`src/rtl/instr_fetch_unit.sv`:
```
// rtl/instr_fetch_unit.sv - fetch/issue front end of the 8-bit core
// Fetches at the PC, offers ALU ops to execute, and steers the PC once per instruction.
module instr_fetch_unit #(
  parameter int ADDR_W  = 8,
  parameter int INSTR_W = 16
) (
  input  logic               clk,
  input  logic               rst,
  input  logic [ADDR_W-1:0]  add,
  output logic               mem_req,
  output logic [ADDR_W-1:0]  mem_addr,
  input  logic               mem_ack,
  input  logic [INSTR_W-1:0] mem_rdata,
  output logic [ADDR_W-1:0]  im,
  output logic               nia,
  output logic               branch,
  output logic               out_valid,
  input  logic               out_ready,
  output logic [INSTR_W-1:0] out_instr,
  output logic [ADDR_W-1:0]  out_pc,
  input  logic               ex_busy,
  input  logic               zf,
  output logic               halted
);

  typedef enum logic [1:0] {S_REQ, S_ISSUE, S_HALT} state_t;
  typedef enum logic [1:0] {PC_HOLD, PC_SEQ, PC_JABS, PC_JREL} pc_op_t;

  state_t             state;
  state_t             state_nxt;
  pc_op_t             pc_op;
  logic [INSTR_W-1:0] ir;
  logic [3:0]         opcode;
  logic               br_taken;

  assign opcode    = ir[INSTR_W-1 -: 4];
  assign br_taken  = (opcode == 4'hD) ? zf : !zf;
  assign mem_addr  = add;
  assign out_instr = ir;

  always_ff @(posedge clk) begin
    if (rst) begin
      state  <= S_REQ;
      ir     <= '0;
      out_pc <= '0;
    end else begin
      state <= state_nxt;
      if (state == S_REQ && mem_ack) begin
        ir     <= mem_rdata;
        out_pc <= add;
      end
    end
  end

  always_comb begin
    state_nxt = state;
    case (state)
      S_REQ:   if (mem_ack) state_nxt = S_ISSUE;
      S_ISSUE: begin
        case (opcode)
          4'hD, 4'hE: if (!ex_busy) state_nxt = S_REQ;
          4'hF:       state_nxt = S_HALT;
          4'h0, 4'hC: state_nxt = S_REQ;
          default:    if (out_ready) state_nxt = S_REQ;
        endcase
      end
      default: state_nxt = state;
    endcase
  end

  // Everything is gated by rst so a reset withdraws requests and offers in the same cycle.
  always_comb begin
    mem_req   = 1'b0;
    out_valid = 1'b0;
    halted    = 1'b0;
    pc_op     = PC_HOLD;
    if (!rst) begin
      case (state)
        S_REQ:   mem_req = 1'b1;
        S_ISSUE: begin
          case (opcode)
            4'h0:       pc_op = PC_SEQ;
            4'hC:       pc_op = PC_JABS;
            4'hD, 4'hE: if (!ex_busy) pc_op = br_taken ? PC_JREL : PC_SEQ;
            4'hF:       pc_op = PC_HOLD;
            default: begin
              out_valid = 1'b1;
              if (out_ready) pc_op = PC_SEQ;
            end
          endcase
        end
        S_HALT:  halted = 1'b1;
        default: halted = 1'b0;
      endcase
    end
  end

  always_comb begin
    nia    = 1'b1;
    branch = 1'b0;
    im     = '0;
    case (pc_op)
      PC_SEQ: begin
        nia    = 1'b0;
        branch = 1'b1;
      end
      PC_JABS: begin
        nia    = 1'b0;
        branch = 1'b0;
        im     = ir[ADDR_W-1:0];
      end
      PC_JREL: begin
        nia    = 1'b1;
        branch = 1'b1;
        im     = ir[ADDR_W-1:0];
      end
      default: im = '0;
    endcase
  end

endmodule

```
`config.mk`:
```
export PLATFORM = sky130hd
export DESIGN_NAME = instr_fetch_unit
export DESIGN_NICKNAME = d
export VERILOG_FILES = /design/src/rtl/instr_fetch_unit.sv
export SDC_FILE = /design/constraint.sdc
export NUM_CORES = 1
export LEC_CHECK = 0
export ABC_AREA = 0
export CORE_ASPECT_RATIO = 1.25
export CORE_MARGIN = 8
export CORE_UTILIZATION = 35
export DETAILED_ROUTE_END_ITERATION = 8
export PLACE_DENSITY = 0.78
export RECOVER_POWER = 25
export SLEW_MARGIN = 0
export SYNTH_ARGS = -nofsm -noshare
export SYNTH_HDL_FRONTEND = slang
export SYNTH_SLANG_ARGS = --single-unit
```
`constraint.sdc`:
```
create_clock -name clk -period 4.1 [get_ports clk]
set_input_delay 1.23 -clock clk [delete_from_list [all_inputs] [get_ports clk]]
set_output_delay 1.23 -clock clk [all_outputs]
set_load 0.01 [all_outputs]
```
# Word-level counts from Yosys, hierarchy flattened
# Cells that the tools add are included.
totals:
  in_bits: 30
  regBits: 26
classes:
  n_eq_ne: 12
  n_mux: 22
  reduce_logical: 12
ops:
  columns: ["op", "count"]
  rows:
  - ["4-bit == test, second input constant", 4]
  - ["2-bit two-way mux", 7]
  - ["1-bit two-way mux", 11]
  - ["2-bit OR reduction", 5]
  - ["8-bit two-way mux", 1]
  - ["2-bit case mux with 4 select lines", 1]
  - ["2-bit == test, second input constant", 3]
  - ["2-bit case mux with 3 select lines", 1]
  - ["5-bit by 4-bit inequality test with 1-bit output, second input constant", 1]
  - ["5-bit OR reduction", 1]
  - ["2-bit by 1-bit == test with 1-bit output, second input constant", 2]
  - ["4-bit zero test", 1]
  - ["2-bit case mux with 2 select lines", 1]
  - ["4-bit AND reduction", 1]
  - ["3-bit inequality test, second input constant", 1]
  - ["2-bit zero test", 1]
  - ["2-bit inequality test, second input constant", 1]
  - ["2-bit nonzero test", 1]
  - ["1-bit logical AND", 1]
  - ["1-bit zero test", 1]

# Logic depth before layout (Yosys ltp)
# Gate-level depths: netlist of the first run.
depth:
  ltp_word: 10
  mapped_depth: 6
  mapped_depth_nobuf: 6

# Least setup slack after synthesis of the first run
# Ideal clock, no wire load.
synth_path:
  kind: "input to output"
  from: "input port ex_busy"
  to: "output port im[0]"
  stages: 6
  arrival_time_ns: 2.308
  required_time_ns: 2.870
  path_buffers: 0
  slack_ns: 0.562
  path_cell_list: "and3b_1 o2bb2ai_1 o21a_1 ha_1 nor2_1 nor2b_1"
synth_between:
  elab_chain_cells: 7
synth_rtl:
  columns: ["item", "line", "rtl"]
  rows:
  - ["from (decl)", "21", "input logic ex_busy,"]
  - ["2-bit two-way mux *", "84", "4'hD, 4'hE: if (!ex_busy) pc_op = br_taken ? PC_JREL : PC_SEQ;"]
  - ["2-bit case mux with 4 select lines *", "81", "case (opcode)"]
  - ["2-bit two-way mux *", "78", "case (state)"]
  - ["2-bit two-way mux *", "77", "if (!rst) begin"]
  - ["2-bit == test", "102", "case (pc_op)"]
  - ["2-bit OR reduction (no line) *", null, null]
  - ["8-bit two-way mux *", "102", null]
  - ["to (decl)", "14", "output logic [ADDR_W-1:0] im,"]
# Every way passes the cells marked *; elsewhere a longest branch is shown, timed or not.

# Worst setup path in the final report of the first run
layout_path:
  from: "input port rst"
  to: "output port out_valid"
layout_between:
  elab_chain_cells: 1
layout_rtl:
  columns: ["item", "line", "rtl"]
  rows:
  - ["from (decl)", "8", "input logic rst,"]
  - ["1-bit two-way mux", "77", null]
  - ["to (decl)", "17", "output logic out_valid,"]
# No other way between the ends.

==> impl_metrics.py, run 1 <==
metrics = {
    "drt": {
        "vias": 1272,
        "drt_iter0_markers": 32,
        "firstDrtPassIters": 4,
        "drtAntennaViolNets": 0,
        "drc_errors": 0,
        "drt-total-wl_um": 3640,
        "viasPerCell": 4.87,
        "routedWlPerCell_um": 13.9,
    },
    "power": {
        "finalPower_mw": 0.584,
        "seqPwrFrac": 0.483,
        "power.share.combinational": 0.234,
        "powerDensity_nw_per_um2": 291,
        "power_switching_mw": 0.154,
        "p_sw_frac": 0.264,
        "p_int_mw": 0.430,
        "p_clk_frac": 0.283,
        "irDropWorstVdd_v": 0.000208,
        "total_leakage_power_nw": 0.798,
    },
    "place": {
        "dp_cells": 257,
        "port_buffers": 74,
        "dp_hpwl_um": 2690,
        "globalplace.congestion": 0.711,
    },
    "cells_and_area": {
        "diodes": 0,
        "fin_cells": 261,
        "final_util": 0.581,
        "layout_common_cells": "clkdlybuf4s50_1, nand2_1, dfxtp_1",
        "drive_above_1_share": 0.149,
        "nNetsFinal": 255,
        "final_common_cell": "clkdlybuf4s50_1",
        "synthToLayoutAreaGrowth_pct": 59.7,
    },
    "global_routing": {
        "groute.layer.met1.usage": 0.117,
        "grt_pass1_vias": 1254,
        "busiest_layer": "met2",
        "gr-total-overflow": 0,
        "use_met3": 0.0845,
        "grt_max_degree": 29,
        "antenna_found_initial": 0,
        "grt_usage": 0.118,
        "grt_pass1_wl_um": 5820,
        "use_met2": 0.192,
    },
    "floorplan": {
        "io_pins": 75,
        "dieArea_um2": 5770,
        "die_x_um": 69.6,
        "core_um2": 3450,
        "initial_core_util": 0.364,
        "die_h_um": 83.0,
        "num_rows": 24,
    },
    "sta": {
        "final_hold_viol_count": 0,
        "tightest_slew_ps": 926,
        "finalSetupViolCount": 0,
        "fmax_mhz": 246,
        "finalCritPeriodShare": 0.991,
        "fin_hold_ws_ps": 456,
        "skew_ps": 2.01,
        "slew_violations": 0,
        "maxSlewHeadroom": 0.382,
        "timing.setup.tns_ps": 0,
        "min_period_ps": 4060,
    },
    "critical_path": {
        "r2r.worst_path.cells": 3,
        "r2r_start": "state[1]",
        "r2r_slack_ps": 2350,
        "critPathBufInv": 3,
        "critPathCaptureType": "output port",
        "cp_slowest_cell": "clkdlybuf4s50_1",
        "start_kind": "input port",
        "timing.rr.end": "out_instr[9]",
        "crit_path_max_fanout": 3,
        "cpPeakStageDelay_ps": 570,
        "crit_top_cell": "clkdlybuf4s50_1",
        "worstSetupPathType": "input port to output port",
        "path_cells": "clkdlybuf4s50_1 -> nand2b_2 -> buf_4 -> nor3_1 -> clkdlybuf4s50_1",
        "critPathTopFamily": "buffers and inverters",
        "cp_data_required_time_ps": 2870,
        "critPathArrivalTime_ps": 2830,
    },
    "logic_synthesis": {
        "synth_xor_area_frac": 0.00697,
        "synthAdderAreaFrac": 0.0199,
        "yosys-top-cells-area": "dfxtp_1, nand2_1, a21oi_1, buf_4, nor2b_1",
        "ys_ff_latch": 26,
        "synth-simple-area-share": 0.282,
        "yosys_warnings": 0,
        "synth_nets": 190,
        "syn_inst": 158,
        "yosysTopAreaCell": "dfxtp_1",
        "synth.avg_cell_area_um2": 7.95,
        "synth_top_family_by_area": "simple AND/OR/NAND/NOR gates",
        "synth_compound_area_frac": 0.161,
        "synth_cell_types": 31,
        "seq_area_frac_synth": 0.414,
        "netlist_area_um2": 1260,
        "netlist.area_leader.share": 0.414,
        "synth.area.mux_share": 0,
    },
    "clock_tree": {
        "cts_htree_levels": 1,
        "ctsRootBufferMaster": "clkbuf_8",
        "insertion_delay_ps": 270,
        "clk_pin_slew_worst_paths_ps": 90,
        "numCtsBuffers": 3,
        "clock_sinks": 26,
        "cts_buffer_depth": 2,
        "hold_buffers": 0,
        "cts_tree": "yes",
    },
    "min_path": {
        "worstHoldStart": "out_pc[1]",
        "hold_path.class": "register to register",
        "hold_end": "out_pc[1]",
        "holdPathStages": 2,
    },
    "run_status": {
        "status": "finished clean",
    },
    "job": {
        "cap_violations": 0,
    },
}
## synthesized netlist by cell type, drive strengths merged
master	instances
o21ai	3
nand2b	1
nor2b	8
nor3b	3
o211ai	2
ha	2
nor3	2
a22oi	1
a31oi	2
buf	15
o2bb2ai	1
inv	3
dfxtp	26
or3	1
nor4	1
and3b	1
nand2	50
xor2	1
clkbuf	2
or3b	1
nor2	4
o21a	2
and3	1
a21oi	25
## cell families after synthesis
| logic type | Yosys count |
|---|---|
| DFF | 26 |
| adders and majority gates | 2 |
| and+or+nand+nor | 73 |
| AOI/OAI and AO/OA | 36 |
| buffers and inverters | 20 |
| xor gates and xnor gates | 1 |
## sequential cells by signal (all words and copies together) (netlist names)
name       count
out_instr     16
out_pc         8
state          2
## tightest hold or removal path: stages, from the launching register on
cell,delay (ps)
dfxtp_1,320
nand2_1,50
a21oi_1,50
## layout make-up
cell class / instances / area [um2]
multi-input cells: 112 / 647
inverters: 3 / 11.3
flip-flops and latches: 26 / 520
fillers: 336 / 1450
well taps: 39 / 48.8
clock buffers: 4 / 55.1
repair buffers: 77 / 723
## stage by stage
| stage | setup WS (ps) | cell area, um2 |
|---|---|---|
| finish | 36.6 | 2010 |
| global route | -4.69 | 2010 |
| CTS | 1.16 | 2010 |
| detailed placement | -550 | 1930 |
| global placement | -539 | 1930 |
| floorplan | 562 | 1260 |
## power by group through the flow
stage	sequential (mW)	combinational (mW)	clock [mW]
6_report	0.282	0.137	0.165
5_1_grt	0.285	0.149	0.182
4_1_cts	0.282	0.140	0.171
3_5_place_dp	0.288	0.137	0
3_3_place_gp	0.287	0.136	0
2_1_floorplan	0.293	0.0601	0
## how the worst max path moves through the flow
| stage | start | end | slack (ps) | cells past startpoint |
|---|---|---|---|---|
| finish | rst | out_valid | 40 | 5 |
| global route | out_ready | im[0] | -5 | 8 |
| CTS | zf | im[7] | 1 | 8 |
| detailed placement | ex_busy | im[7] | -550 | 8 |
| global placement | ex_busy | im[0] | -540 | 8 |
| floorplan | ex_busy | im[0] | 560 | 6 |
## layer usage
metal	vias up	share of wire
li1	642	-
met1	573	0.40
met2	55	0.45
met3	2	0.15
met4	0	0.0041
met5	-	0
## repair_timing
action | 4_1_cts | 5_1_grt
resized for setup | 20 | 22
pin swaps | 5 | 6
gates cloned | 0 | 0
hold endpoints to repair | 0 | 0
buffers inserted | 1 | 0
endpoints found under the setup margin | 9 | 8
No activity file was read; power rests on OpenSTA's default activity.
==> run 2: changes to the inputs <==
- SETUP_SLACK_MARGIN: default -> 0.02
==> run 2 against run 1 <==
Clock skew rose by 0.62 ps. Cell area rose by 4.0%. Non-clock buffer count rose by 3. Fmax rose by 1.7%. Wire length rose by 0.25%. Count of clock-buffer cells in the layout did not move. Global-route usage rose by 0.37 points. First-iteration DRC count rose by 16%.
==> impl_metrics.py, run 2 (synthesized netlist as in run 1, its figures left out) <==
metrics = {
    "cells_and_area": {
        "layout_common_cells": "clkdlybuf4s50_1, nand2_1, dfxtp_1",
        "diodes": 0,
        "regArea_um2": 520,
        "synthToLayoutAreaGrowth_pct": 66.0,
        "n_fill_cell": 324,
        "final_common_cell": "clkdlybuf4s50_1",
        "drive_above_1_share": 0.138,
        "fin_cells": 264,
        "nNetsFinal": 258,
        "multiInputGateArea_um2": 672,
        "largest_reg_flops": 16,
    },
    "critical_path": {
        "r2r.worst_path.cells": 3,
        "worstSetupPathType": "input port to output port",
        "endpoint": "out_valid",
        "start_kind": "input port",
        "crit_start": "rst",
        "critPathCaptureType": "output port",
        "r2r_start": "state[1]",
        "critPathArrivalTime_ps": 2770,
        "crit_path_max_fanout": 3,
        "cp_data_required_time_ps": 2870,
        "r2r_slack_ps": 2350,
        "timing.rr.end": "out_instr[4]",
    },
    "clock_tree": {
        "cts_buffer_depth": 2,
        "cts_htree_levels": 1,
        "insertion_delay_ps": 270,
        "numCtsBuffers": 3,
        "clk_pin_slew_worst_paths_ps": 90,
        "ctsRootBufferMaster": "clkbuf_8",
        "clock_sinks": 26,
        "cts_tree": "yes",
    },
    "sta": {
        "timing.setup.tns_ps": 0,
        "fmax_mhz": 250,
        "finalSetupViolCount": 0,
        "finalCritPeriodShare": 0.975,
        "tightest_slew_ps": 929,
        "min_period_ps": 4000,
        "maxSlewHeadroom": 0.380,
        "fin_hold_ws_ps": 457,
        "setup_slack_ps": 103,
        "skew_ps": 2.64,
        "slew_violations": 0,
        "final_hold_viol_count": 0,
    },
    "floorplan": {
        "die_x_um": 69.6,
        "num_rows": 24,
        "core_um2": 3450,
        "io_pins": 75,
        "die_h_um": 83.0,
        "dieArea_um2": 5770,
        "initial_core_util": 0.364,
    },
    "global_routing": {
        "grt_usage": 0.122,
        "gr-total-overflow": 0,
        "grt_pass1_vias": 1296,
        "grt_pass1_wl_um": 6010,
        "antenna_found_initial": 0,
        "grt_max_degree": 29,
    },
    "place": {
        "globalplace.congestion": 0.711,
        "dp_cells": 257,
        "port_buffers": 74,
        "dp_hpwl_um": 2690,
        "pre_cts_slack_ps": -550,
    },
    "power": {
        "finalPower_mw": 0.592,
        "total_leakage_power_nw": 0.782,
        "powerDensity_nw_per_um2": 284,
        "irDropWorstVdd_v": 0.000207,
    },
    "drt": {
        "vias": 1270,
        "routedWlPerCell_um": 13.8,
        "firstDrtPassIters": 4,
        "viasPerCell": 4.81,
        "drc_errors": 0,
        "drt-total-wl_um": 3650,
        "drtAntennaViolNets": 0,
        "drt_iter0_markers": 37,
    },
    "min_path": {
        "hold_path.class": "register to register",
    },
    "job": {
        "cap_violations": 0,
    },
    "run_status": {
        "status": "finished clean",
    },
}
## run 2: cell types whose count changed in the layout (fill, tap and decap cells not counted), moves of 2 or more
cell             delta
clkdlybuf4s50_1    +14
clkbuf_2            -7
buf_4               +2
dlygate4sd3_1      -15
clkdlybuf4s15_1     +6
## run 2: area by class of cell
| class | count | share of cell area |
|---|---|---|
| Multi-Input combinational cell | 112 | 0.322 |
| Clock buffer | 4 | 0.0264 |
| Inverter | 3 | 0.00540 |
| Sequential cell | 26 | 0.250 |
| Tap cell | 39 | 0.0234 |
| Timing Repair Buffer | 80 | 0.373 |
## run 2: how the worst min path moves through the flow
stage	from	end	slack (ps)	cells past startpoint
after floorplan	out_instr[10]	out_instr[10]	480	2
after global placement	out_instr[10]	out_instr[10]	440	2
after detailed placement	out_pc[1]	out_pc[1]	450	2
after CTS	out_pc[1]	out_pc[1]	460	2
after global routing	out_pc[4]	out_pc[4]	480	2
final	out_instr[10]	out_instr[10]	460	2
## run 2: timing repair
action                                  4_1_cts  5_1_grt
setup buffers                                 2        1
pin swaps                                     6        6
gates resized for setup                      30       14
hold buffers                                  0        0
hold endpoints to repair                      0        0
endpoints found under the setup margin        9        8
## run 2: where the power goes
group / internal, mW / total, mW / switching [mW]
combinational: 0.0823 / 0.145 / 0.0626
clock: 0.0858 / 0.165 / 0.0791
sequential: 0.268 / 0.283 / 0.0145
## run 2: per-stage QoR
step | cell area (um2) | utilization
after floorplan | 1260 | -
after global placement | 1930 | 0.560
after detailed placement | 1930 | 0.560
after CTS | 2060 | 0.596
after global routing | 2090 | 0.604
final | 2090 | 0.604
## run 2: per-layer routing
metal | GRT usage | up-vias | wire length [um]
li1 | - | 649 | -
met1 | 0.119 | 564 | 1470
met2 | 0.202 | 55 | 1650
met3 | 0.0845 | 2 | 511
met4 | 0.0336 | 0 | 15
met5 | 0 | - | 0
## run 2: critical path, stage by stage
cell	delay, ps
clkdlybuf4s50_1	430
nand2b_4	180
buf_4	150
nor3_1	200
clkdlybuf4s50_1	570
